[config.mk]
export PLATFORM = sky130hd
export DESIGN_NAME = control_sequencer
export DESIGN_NICKNAME = d
export VERILOG_FILES = /design/src/rtl/sap1_pkg.sv /design/src/rtl/control_matrix.sv /design/src/rtl/control_sequencer.sv
export SDC_FILE = /design/constraint.sdc
export NUM_CORES = 1
export LEC_CHECK = 0
export ABC_AREA = 1
export BUFFER_PORTS_ARGS = -buffer_cell sky130_fd_sc_hd__buf_2
export CAP_MARGIN = 20
export CORE_UTILIZATION = 50
export CTS_BUF_LIST = sky130_fd_sc_hd__clkbuf_8
export CTS_CLUSTER_DIAMETER = 150
export DETAILED_ROUTE_END_ITERATION = 8
export GPL_TIMING_DRIVEN = 0
export HOLD_SLACK_MARGIN = 0.06
export PLACE_DENSITY = 0.82
export REMOVE_ABC_BUFFERS = 1
export SLEW_MARGIN = 20
export SYNTH_ARGS = -nofsm -noshare
export SYNTH_HDL_FRONTEND = slang
export SYNTH_SLANG_ARGS = --single-unit
[constraint.sdc]
create_clock -name clk -period 4.2 [get_ports clk]
set_input_delay 0.63 -clock clk [delete_from_list [all_inputs] [get_ports clk]]
set_output_delay 0.63 -clock clk [all_outputs]
set_load 0.02 [all_outputs]
[src/rtl/sap1_pkg.sv]
// Shared SAP-1 control definitions: opcodes, control-word layout, NOP word and T-state indices.
package sap1_pkg;

    typedef logic [3:0] opcode_t;

    localparam opcode_t OP_LDA = 4'b0000;
    localparam opcode_t OP_ADD = 4'b0001;
    localparam opcode_t OP_SUB = 4'b0010;
    localparam opcode_t OP_OUT = 4'b1110;
    localparam opcode_t OP_HLT = 4'b1111;

    // Field order matches the bus pin order of ctrl_word, MSB first.
    typedef struct packed {
        logic cp;
        logic ep;
        logic lm_;
        logic ce_;
        logic li_;
        logic ei_;
        logic la_;
        logic ea;
        logic su;
        logic eu;
        logic lb_;
        logic lo_;
    } ctrl_word_t;

    localparam ctrl_word_t CTRL_NOP = 12'b0011_1110_0011;

    localparam int T1 = 0;
    localparam int T2 = 1;
    localparam int T3 = 2;
    localparam int T4 = 3;
    localparam int T5 = 4;
    localparam int T6 = 5;

    function automatic logic is_defined_op(input opcode_t op);
        return op inside {OP_LDA, OP_ADD, OP_SUB, OP_OUT, OP_HLT};
    endfunction

endpackage

[src/rtl/control_matrix.sv]
// Combinational SAP-1 microcode matrix: one-hot T-state plus opcode to raw control word.
module control_matrix
    import sap1_pkg::*;
#(
    parameter int T_STATES     = 6,
    parameter int OPCODE_WIDTH = 4
) (
    input  logic [T_STATES-1:0]     t_state,
    input  logic [OPCODE_WIDTH-1:0] opcode,
    output ctrl_word_t              raw_word
);

    always_comb begin
        // NOTE: every path starts from the NOP default so no field can hold its old value (no latch).
        raw_word = CTRL_NOP;
        if (t_state[T1]) begin
            raw_word.ep  = 1'b1;
            raw_word.lm_ = 1'b0;
        end else if (t_state[T2]) begin
            raw_word.cp = 1'b1;
        end else if (t_state[T3]) begin
            raw_word.ce_ = 1'b0;
            raw_word.li_ = 1'b0;
        end else if (t_state[T4]) begin
            case (opcode)
                OP_LDA, OP_ADD, OP_SUB: begin
                    raw_word.lm_ = 1'b0;
                    raw_word.ei_ = 1'b0;
                end
                OP_OUT: begin
                    raw_word.ea  = 1'b1;
                    raw_word.lo_ = 1'b0;
                end
                default: ;
            endcase
        end else if (t_state[T5]) begin
            case (opcode)
                OP_LDA: begin
                    raw_word.ce_ = 1'b0;
                    raw_word.la_ = 1'b0;
                end
                OP_ADD, OP_SUB: begin
                    raw_word.ce_ = 1'b0;
                    raw_word.lb_ = 1'b0;
                    raw_word.su  = (opcode == OP_SUB);
                end
                default: ;
            endcase
        end else if (t_state[T6]) begin
            case (opcode)
                OP_ADD, OP_SUB: begin
                    raw_word.eu  = 1'b1;
                    raw_word.la_ = 1'b0;
                    raw_word.su  = (opcode == OP_SUB);
                end
                default: ;
            endcase
        end
    end

endmodule

[src/rtl/control_sequencer.sv]
// SAP-1 control sequencer: microcode decode with halt latch, ring monitor and retired-instruction counter.
// Optional trap on undefined opcodes is compiled in with ILLEGAL_OPCODE_TRAP_EN.
module control_sequencer
    import sap1_pkg::*;
#(
    parameter int T_STATES     = 6,
    parameter int OPCODE_WIDTH = 4,
    parameter int ICOUNT_WIDTH = 8
) (
    input  logic                    clk,
    input  logic                    clr_,
    input  logic [T_STATES-1:0]     t_state,
    input  logic [OPCODE_WIDTH-1:0] opcode,
    output logic [11:0]             ctrl_word,
    output logic                    hlt_,
    output logic                    halted,
    output logic                    ring_err,
    output logic                    illegal_op,
    output logic [ICOUNT_WIDTH-1:0] instr_count
);

    localparam logic [T_STATES-1:0] T4_HOT = T_STATES'(1) << T4;
    localparam logic [T_STATES-1:0] T6_HOT = T_STATES'(1) << T6;

    ctrl_word_t raw_word;
    logic       ring_ok;
    logic       t4_exact;
    logic       t6_exact;
    logic       hlt_req;

    control_matrix #(
        .T_STATES     (T_STATES),
        .OPCODE_WIDTH (OPCODE_WIDTH)
    ) u_matrix (
        .t_state  (t_state),
        .opcode   (opcode),
        .raw_word (raw_word)
    );

    assign ring_ok  = $onehot(t_state);
    assign t4_exact = (t_state == T4_HOT);
    assign t6_exact = (t_state == T6_HOT);

`ifdef ILLEGAL_OPCODE_TRAP_EN
    logic trap_req;

    assign trap_req = t4_exact && !is_defined_op(opcode);
    assign hlt_req  = t4_exact && ((opcode == OP_HLT) || trap_req);

    always_ff @(posedge clk or negedge clr_) begin
        if (!clr_) begin
            illegal_op <= 1'b0;
        end else if (trap_req) begin
            illegal_op <= 1'b1;
        end
    end
`else
    assign hlt_req    = t4_exact && (opcode == OP_HLT);
    assign illegal_op = 1'b0;
`endif

    // A corrupted ring must never reach the bus, so it outranks the halt and the decode.
    assign hlt_      = ~(halted | hlt_req);
    assign ctrl_word = (halted || !ring_ok) ? CTRL_NOP : raw_word;

    always_ff @(posedge clk or negedge clr_) begin
        // NOTE: only flops are reset and only with <=; the reset is asynchronous so clr_ clears mid-instruction.
        if (!clr_) begin
            halted      <= 1'b0;
            ring_err    <= 1'b0;
            instr_count <= '0;
        end else begin
            if (hlt_req) begin
                halted <= 1'b1;
            end
            if (!ring_ok) begin
                ring_err <= 1'b1;
            end
            if (t6_exact && !halted) begin
                instr_count <= instr_count + ICOUNT_WIDTH'(1);
            end
        end
    end

endmodule

-- Word-level counts from Yosys, hierarchy flattened
Index checks and enable logic that the tools add are counted.
- input port bits: 12
- logic and storage cells: 57
- flip-flop bits (word level): 10
- bitwise gates (word level): 2
- muxes and demuxes: 31
- $add $sub $neg: 6
- equal/unequal tests: 7
- reduce and logical (&&, ||, !) cells: 8
- operators with widths (operator ; number):
    $mux W1 ; 24
    $mux W12 ; 1
    $mux W10 ; 1
    $mux W9 ; 1
    $add A8 B1 Y8 const B ; 1
    $eq A4 B4 Y1 const B ; 2
    $mux W7 ; 1
    $add A1 B1 Y2 ; 3
    $eq A6 B4 Y1 const B ; 1
    $eq A6 B6 Y1 const B ; 1
    $eq A4 B1 Y1 const B ; 1
    $eq A4 B2 Y1 const B ; 1
    $logic_not A4 Y1 ; 1
    $mux W2 ; 2
    $add A2 B2 Y3 ; 1
    $add A3 B2 Y3 ; 1
    $eq A3 B1 Y1 const B ; 1
    $mux W3 ; 1
    $reduce_or A3 Y1 ; 1
    $logic_and A1 B1 Y1 ; 2
    $logic_not A1 Y1 ; 2
    $reduce_or A2 Y1 ; 1
    $logic_or A1 B1 Y1 ; 1
    $not A1 Y1 ; 1
    $or A1 B1 Y1 ; 1

-- Logic depth before layout (Yosys ltp)
Gate-level depths: netlist (run 1).
- depth in word-level cells: 10
- mapped depth: 11
- gate-level depth less buffers: 11

-- Modules after synthesis
A second synthesis (run 1) with hierarchy kept.
- cell total of the unflattened synthesis: 154
- area total of the unflattened synthesis: 1009.7 µm²
- modules (own cells, without submodules) (module ; instances ; cells an instance ; area each (µm²) ; sequential area each (µm²)):
    control_sequencer ; 1 ; 111 ; 778.2 ; 250.2
    control_matrix ; 1 ; 43 ; 231.5 ; 0.0

-- Least setup slack after synthesis (run 1)
Ideal clock, no wire load.
- path type: in2out
- from: input port t_state[0]
- to: output port ctrl_word[9]
- buffers on the path: 0
- path slack: 0.449 ns
- stages on the path: 10
- data arrival time: 3.121 ns
- required time: 3.570 ns
- cells stage by stage: inv_1 > fa_1 > fa_1 > inv_1 > ha_1 > fa_1 > nor2_2 > nand3_2 > nor2_1 > nor2_1
- longest elaborated chain between the ends: 7
- RTL lines (what ; line ; text):
    start: declaration ; control_sequencer.sv:12 ; input logic [T_STATES-1:0] t_state,
    $add A1 B1 Y2 (implied by the code) ; control_sequencer.sv:40 ; assign ring_ok = $onehot(t_state);
    $add A2 B2 Y3 (implied by the code) ; control_sequencer.sv:40 ;
    $add A3 B2 Y3 (implied by the code) ; control_sequencer.sv:40 ;
    $eq A3 B1 Y1 ; control_sequencer.sv:40 ;
    $logic_not A1 Y1 ; n/a ;
    $logic_or A1 B1 Y1 ; control_sequencer.sv:64 ; assign ctrl_word = (halted || !ring_ok) ? CTRL_NOP : raw_word;
    $mux W12 (*) ; control_sequencer.sv:64 ;
    end: declaration ; control_sequencer.sv:14 ; output logic [11:0] ctrl_word,
Every way passes the cells marked *; elsewhere a longest branch is shown, timed or not.

-- Worst setup path after layout (run 1)
- from: input port t_state[0]
- to: output port ctrl_word[2]
The elaborated chain is that of the path after synthesis.

==> results.cfg, run 1 <==
[synthesis]
synth_edf_count = 0
yosysWarnings = 0
synth_area_sq_um = 901
netlist.area_leader.share_pct = 27.8
synth_cell_types = 24
ys_ff_latch = 10
yosys.area.top_type = dfrtp_1
synthFlopType = dfrtp_1
synth_area_leaders = dfrtp_1 28%, nand2_1 18%, inv_1 7.5%
ys_top_cells_by_count = 43 x nand2_1, 18 x inv_1, 17 x nor2_1, 10 x dfrtp_1, 5 x nand3_1
syn_inst = 132
synth.most_common_cell = nand2_1
ys_async_sr_fraction_pct = 100
ys_seq_area_share_pct = 27.8
syn_avg_cell_area_sq_um = 6.82

[clock_tree]
clk_path_buf_depth = 2
cts_max_level = 1
post_cts_buffers = 0
cts_hold_buf = 0
clk_pin_slew_ps = 50
cts_root_buf = clkbuf_8
cts-resized-gates = 0
clock_sinks = 10
clkLatencyLatePin_ps = 230
cts_made_buffers = 3
tritoncts = done

[floorplanning]
die_area_sq_um = 1980
start_util_pct = 56.5
core_area_sq_um = 1590
fp-row-count = 14
io_pins = 36
die_w_microns = 44.4
chipHeight_microns = 44.4

[status]
status = finished, final reports clean

[routing]
detail_route.wirelength_mm = 1.96
wl_per_cell_microns = 10.2
ant_nets = 0
drtIter0Drc = 17
viasPerCell = 4.78
drtPass1Iterations = 6
drc = 0
vias = 917

[cells_and_area]
synthToLayoutAreaGrowth_pct = 26.0
drive_gt1_share_pct = 32.1
fin_nets = 189
instances_no_fill = 192
diodes = 0

[sta]
finClkSkew_ps = 3.94
layout_min_cycle_time_ps = 3970
setup_ws_ps = 233
fin_crit_sh_pct = 94.4
hold_violations = 0
maxSlewViolCount = 0
rsz0062_at_grt = false
max_freq_ghz = 0.252
finalSetupViolCount = 0
setup_tns_ps = 0

[critical_path]
cp_max_fo = 6
required_ps = 3570
critPathArrivalTime_ps = 3340
crit_type = in2out
worst_setup_path_end_kind = primary output
worst_setup_path_start_kind = input port

[placed_design]
portBuffers = 34
place_ws_ps = 213
gp_congestion = 0.844
dp_hpwl_mm = 1.63
dp_cells = 189

[power]
leakage_nw = 0.599
power.density_nw_per_um2 = 212
p_total_mw = 0.241
irDropWorstVdd_v = 0.000257

[grt]
grt_usage_pct = 23.4
grt_max_degree = 11
antenna_found_initial = 0
overflow = 0
grt_pass1_vias = 836
grt_pass1_wl_mm = 3.40

[worst_hold_path]
hp-class = in2async

[job]
drv_cap = 0
==> final timing paths <==
kind / start / endpoint / slack (ps) / depth (start not counted)
hold reg to reg: ring_err / ring_err / 470 / 1
min in group clk: ring_err / ring_err / 470 / 1
setup / recovery: t_state[0] / ctrl_word[2] / 230 / 12
max in group asynchronous: clr_ / instr_count[7] / 3760 / 1
setup reg to reg: instr_count[3] / instr_count[7] / 3090 / 7
hold / removal: clr_ / instr_count[5] / 250 / 1
==> metal layers <==
layer	global-route usage, %	routed length (microns)
met2	40.0	986
met1	29.6	879
met3	7.35	82
met5	0	0
met4	3.64	7
==> power breakdown <==
part           total, mW  internal [mW]  leakage [nW]  switching (mW)
sequential        0.0971         0.0969         0.124        0.000285
clock             0.0970         0.0625        0.0216          0.0345
combinational     0.0469         0.0169         0.453          0.0300
total              0.241          0.176         0.599          0.0648
==> flip-flops by register name, summed over array words and instances (netlist names) <==
register,cells
halted,1
instr_count,8
ring_err,1
==> layout make-up <==
| cell class | instances | area, sq um |
|---|---|---|
| well taps | 24 | 30.0 |
| flip-flops and latches | 10 | 250 |
| repair buffers | 34 | 170 |
| inverters | 22 | 82.6 |
| clock buffers | 3 | 41.3 |
| fillers | 141 | 459 |
| multi-input cells | 99 | 561 |
==> cell usage in the layout (no fill, tap or decap), drive strengths merged <==
cell type  synthesis  routed
nand2             47      47
buf                1      34
nor2              23      23
inv               22      22
dfrtp             10      10
nand3              6       6
ha                 4       4
nor3               4       4
o21ai              4       4
fa                 3       3
clkbuf             0       3
xnor2              2       2
nand3b             2       2
and2               1       1
nand4              1       1
xor2               1       1
conb               1       1
==> critical path, cell delays in order <==
cell and delay (ps):
buf_2 90, inv_1 160, fa_1 460, fa_1 500, inv_1 40, ha_1 190
fa_1 460, nor2_2 140, nand3_2 150, nor3_2 200, and2_1 160, buf_2 160
==> kinds of logic (layout without fill, tap and decap cells) <==
group | Yosys count | in the layout | share of synthesized area (%)
AO/OA/AOI/OAI | 4 | 4 | 2.22
XOR/XNOR | 3 | 3 | 2.92
adder cells (fa/ha/maj) | 7 | 7 | 12.2
buffers and inverters | 23 | 59 | 10.0
flip-flops | 10 | 10 | 27.8
other | 1 | 1 | 0.416
AND/OR/NAND/NOR | 84 | 84 | 44.4
==> per-stage QoR <==
step	hold WS (ps)	util, %	area [sq um]
2_1_floorplan	334	-	893
3_3_place_gp	457	68.6	1090
3_5_place_dp	464	68.6	1090
4_1_cts	256	71.2	1130
5_1_grt	261	71.2	1130
6_report	246	71.2	1130
(Power assumes the default switching activity.)
==> inputs of run 2 (changes only) <==
--- a/config.mk
+++ b/config.mk
@@ -6,15 +6,14 @@
 export NUM_CORES = 1
 export LEC_CHECK = 0
 export ABC_AREA = 1
-export BUFFER_PORTS_ARGS = -buffer_cell sky130_fd_sc_hd__buf_2
 export CAP_MARGIN = 20
-export CORE_UTILIZATION = 50
-export CTS_BUF_LIST = sky130_fd_sc_hd__clkbuf_8
+export CORE_UTILIZATION = 61
 export CTS_CLUSTER_DIAMETER = 150
 export DETAILED_ROUTE_END_ITERATION = 8
+export DONT_BUFFER_PORTS = 1
 export GPL_TIMING_DRIVEN = 0
 export HOLD_SLACK_MARGIN = 0.06
-export PLACE_DENSITY = 0.82
+export PLACE_DENSITY = 0.77
 export REMOVE_ABC_BUFFERS = 1
 export SLEW_MARGIN = 20
 export SYNTH_ARGS = -nofsm -noshare
==> run 2 against run 1 <==
  * Register-to-register slack worse by 150 ps
  * Via count down 14%
  * Hold slack better by 350 ps
  * Sequential power about the same
  * Setup slack better by 72 ps
  * Count of clock-buffer cells in the layout up 1
  * Critical path depth down 2
  * Clock power down 11%
  * Routed wire length down 8.4%
  * Clock skew up 3.4 ps
  * Largest cell class unchanged
==> results.cfg, run 2 (synthesis results as in run 1) <==
[status]
status = finished, final reports clean

[cells_and_area]
fin_nets = 156
largestRegisters = instr_count: 8 flops, halted: 1 flops, ring_err: 1 flops
final_cell_mix = 43 x nand2_1, 18 x inv_1, 17 x nor2_1
largest_register = instr_count
drive_gt1_share_pct = 15.4
final_common_cell = nand2_1
largest_reg_flops = 8
diodes = 0
synthToLayoutAreaGrowth_pct = 6.39

[critical_path]
crit-reg2reg-launch = instr_count[1]
worst_setup_path_end_kind = primary output
critPathArrivalTime_ps = 3260
r2r_cells = 4
worst_setup_path_start_kind = input port
crit_type = in2out
cp_max_fo = 6
required_ps = 3570
timing.critical_path.from = t_state[0]
r2r_setup_slack_ps = 2940

[sta]
finalSetupViolCount = 0
worst_pin_slew_ps = 679
hold_violations = 0
layout_min_cycle_time_ps = 3890
maxSlewViolCount = 0
finClkSkew_ps = 7.34
setup_tns_ps = 0
max_freq_ghz = 0.257
fin_crit_sh_pct = 92.7
rsz0062_at_grt = false
setup_ws_ps = 305
slew_headroom_pct = 54.2

[routing]
vias = 791
wl_per_cell_microns = 11.9
detail_route.wirelength_mm = 1.79
drtIter0Drc = 11
drc = 0
drtPass1Iterations = 4
viasPerCell = 5.24
ant_nets = 0

[worst_hold_path]
holdPathStages = 3
hold_path_startpoint = t_state[5]
hp-class = in2reg

[power]
leakage_nw = 0.464
power.density_nw_per_um2 = 231
irDropWorstVdd_v = 0.000209

[placed_design]
portBuffers = 0
dp_hpwl_mm = 1.50
gp_congestion = 0.830
place_ws_ps = 279

[clock_tree]
clk_path_buf_depth = 2
cts_max_level = 1
cts_root_buf = clkbuf_4
tritoncts = done
cts_made_buffers = 3
clk_pin_slew_ps = 70
clock_sinks = 10
clkLatencyLatePin_ps = 270

[floorplanning]
fp-row-count = 13
start_util_pct = 67.5
die_area_sq_um = 1630
die_w_microns = 40.4
io_pins = 36
chipHeight_microns = 40.4
core_area_sq_um = 1330

[grt]
grt_pass1_vias = 688
grt_max_degree = 11
grt_usage_pct = 25.3
grt_pass1_wl_mm = 2.68
antenna_found_initial = 0
overflow = 0

[job]
drv_cap = 0
## run 2: cell types whose count changed in the layout (fill, tap and decap cells not counted), sizes merged
| cell | delta |
|---|---|
| dlygate4sd3 | +1 |
| buf | -34 |
| clkbuf | +1 |
## run 2: layer usage
metal  routed length [microns]  vias up  GRT usage, %
met5                         0        -             0
met4                         0        0          2.50
met3                       151        0          12.2
met2                       870       27          42.9
met1                       769      361          29.6
li1                          -      403             -
## run 2: through the flow
step                      utilization (%)  area, sq um  std cells  hold slack [ps]  total power, mW
after floorplan                         -          893        131              334            0.129
after global placement               68.4          912        146              335            0.133
after detailed placement             68.4          912        146              335            0.135
after CTS                            71.9          958        151              586            0.226
after global routing                 71.9          958        151              593            0.236
final                                71.9          958        151              601            0.221
## run 2: path summary, 6_finish.rpt
| check | end |
|---|---|
| max in group asynchronous | instr_count[0] |
| worst max-delay path | ctrl_word[9] |
| worst min-delay path | halted |
| min in group asynchronous | instr_count[5] |
| worst max register to register | instr_count[4] |
| worst min register to register | ring_err |
## run 2: what timing repair did
item                      in CTS  in global routing
buffers inserted               0                  0
hold buffers                   1                  0
resized for setup              0                  0
hold endpoints to repair      10                  0
## run 2: cell type report
cell class	count	area (sq um)
multi-input cells	99	561
well taps	15	18.8
repair buffers	1	10.0
clock buffers	4	36.3
flip-flops and latches	10	250
inverters	22	82.6
fillers	111	375
## run 2: critical path, stage by stage
cell and delay [ps]:
inv_1 160, fa_1 440, fa_1 490, inv_1 40, ha_1 180, fa_1 460, nor2_2 130, nand3_2 150
nor2_1 380, nor2_1 210
## run 2: report_power, final
group	switching, mW	internal, mW	leakage (nW)
combinational	0.0245	0.0133	0.319
clock	0.0335	0.0526	0.0210
sequential	0.000544	0.0964	0.124
==> inputs of run 3 (changes only) <==
--- a/config.mk
+++ b/config.mk
@@ -14,7 +14,6 @@
 export GPL_TIMING_DRIVEN = 0
 export HOLD_SLACK_MARGIN = 0.06
 export PLACE_DENSITY = 0.77
-export REMOVE_ABC_BUFFERS = 1
 export SLEW_MARGIN = 20
 export SYNTH_ARGS = -nofsm -noshare
 export SYNTH_HDL_FRONTEND = slang
==> run 3 against run 2 <==
  * Sequential share of layout area is 0.17 points higher
  * Sequential cell count stayed put
  * Die area stayed put
  * Critical path type unchanged
  * Critical endpoint unchanged
  * Global-route usage is 0.35 points lower
  * First-iteration DRC count is 45% higher
  * Core utilization is 0.47 points lower
==> results.cfg, run 3 (synthesis results as in run 1) <==
[critical_path]
worst_setup_path_start_kind = input port
critPathMaxStageDelay_ps = 500
worst_setup_path_end_kind = primary output
crit-reg2reg-launch = instr_count[1]
r2r_cells = 4
cp_cell_sequence = inv_1 > fa_1 > fa_1 > inv_1 > ha_1 > fa_1 > nor2_2 > nand3_2 > nor2_1 > nor2_1
slowest_stage = fa_1
cpMostUsedCell = fa_1
crit_type = in2out
cp_max_fo = 6
required_ps = 3570
cp.depth = 10
critPathArrivalTime_ps = 3250
reg2reg_to = instr_count[4]
cpLargestDelayFamily = adder cells
r2r_setup_slack_ps = 2960
critical_path_buf_inv_count = 2

[routing]
ant_nets = 0
drtIter0Drc = 16
drc = 0
wl_per_cell_microns = 10.6
viasPerCell = 4.99
detail_route.wirelength_mm = 1.60
drtPass1Iterations = 4
vias = 754

[clock_tree]
cts_hold_buf = 1
cts_made_buffers = 3
cts-resized-gates = 0
clk_pin_slew_ps = 60
clkLatencyLatePin_ps = 260
clock_sinks = 10
cts_max_level = 1
clk_path_buf_depth = 2
cts_root_buf = clkbuf_4
tritoncts = done
post_cts_buffers = 0

[floorplanning]
chipHeight_microns = 40.4
start_util_pct = 67.5
die_area_sq_um = 1630
io_pins = 36
die_w_microns = 40.4
core_area_sq_um = 1330
fp-row-count = 13

[grt]
grt_pass1_vias = 623
grt_usage_pct = 24.9
overflow = 0
grt_pass1_wl_mm = 2.62
antenna_found_initial = 0
grt_max_degree = 11

[cells_and_area]
largestRegisters = instr_count: 8 flops, halted: 1 flops, ring_err: 1 flops
drive_gt1_share_pct = 15.4
post-route-cell-area_sq_um = 952
synthToLayoutAreaGrowth_pct = 5.69
final_cell_mix = 43 x nand2_1, 18 x inv_1, 17 x nor2_1
seqCellArea_sq_um = 250
multiInputGateArea_sq_um = 561
fin_nets = 157
fin_util_pct = 71.4
diodes = 0
largest_reg_flops = 8
final_common_cell = nand2_1
nFillCells = 122
largest_register = instr_count

[sta]
finalSetupViolCount = 0
slew_headroom_pct = 55.8
maxSlewViolCount = 0
worst_pin_slew_ps = 656
max_freq_ghz = 0.258
layout_min_cycle_time_ps = 3880
hold_violations = 0
setup_tns_ps = 0
fin_crit_sh_pct = 92.3
holdWs_ps = 603
rsz0062_at_grt = false
setup_ws_ps = 324
finClkSkew_ps = 5.67

[synthesis]
synth_nets = 151

[power]
leakage_nw = 0.462
power.density_nw_per_um2 = 209
irDropWorstVdd_v = 0.000168

[job]
drv_cap = 0

[status]
status = finished, final reports clean

[placed_design]
place_area_sq_um = 920
place_ws_ps = 308
gp_congestion = 0.876
dp_hpwl_mm = 1.34
portBuffers = 0

[worst_hold_path]
whs_endpoint = halted
hp-class = in2reg
hold_path_startpoint = t_state[5]
holdPathStages = 3
==> run 3: changes by cell type in the layout (fill, tap and decap cells not counted), sizes merged <==
cell	change
clkbuf	-1
buf	+1
==> run 3: power by group <==
group	internal (mW)	leakage [nW]	switching, mW
Clock	0.0330	0.0138	0.0305
Combinational	0.0140	0.324	0.0245
Sequential	0.0965	0.124	0.000539
==> run 3: routing by layer <==
metal	global-route usage [%]	share of wire, %	up-vias	routed length (microns)
li1	-	-	407	-
met1	34.1	46	320	744
met2	34.9	45	22	720
met3	9.44	7.0	5	112
met4	10.0	1.5	0	24
met5	0	0	-	0
==> run 3: final cells by class <==
cell class	instances	area share [%]
tap	15	1.97
inverter	22	8.67
timing repair buffer	1	1.05
sequential	10	26.3
multi-input combinational	99	58.9
clock buffer	3	2.37
buffer	1	0.788
==> run 3: through the flow <==
| stage | std cells | power, mW |
|---|---|---|
| floorplan | 132 | 0.129 |
| global placement | 147 | 0.133 |
| detailed placement | 147 | 0.135 |
| CTS | 151 | 0.202 |
| global route | 151 | 0.212 |
| finish | 151 | 0.199 |
==> run 3: worst max path at each step <==
stage | start | slack (ps) | to
final | t_state[0] | 320 | ctrl_word[9]
after global routing | t_state[0] | 70 | ctrl_word[3]
after CTS | t_state[0] | 310 | ctrl_word[9]
after detailed placement | t_state[0] | 310 | ctrl_word[9]
after global placement | t_state[0] | 340 | ctrl_word[9]
after floorplan | t_state[0] | 450 | ctrl_word[9]
==> run 3: worst register-to-register path: cells and delay by family (launching register included) <==
kind / cells / cell delay, ps
flops: 1 / 510
compound gates: 1 / 160
fa+ha+maj: 1 / 300
simple gates: 2 / 170
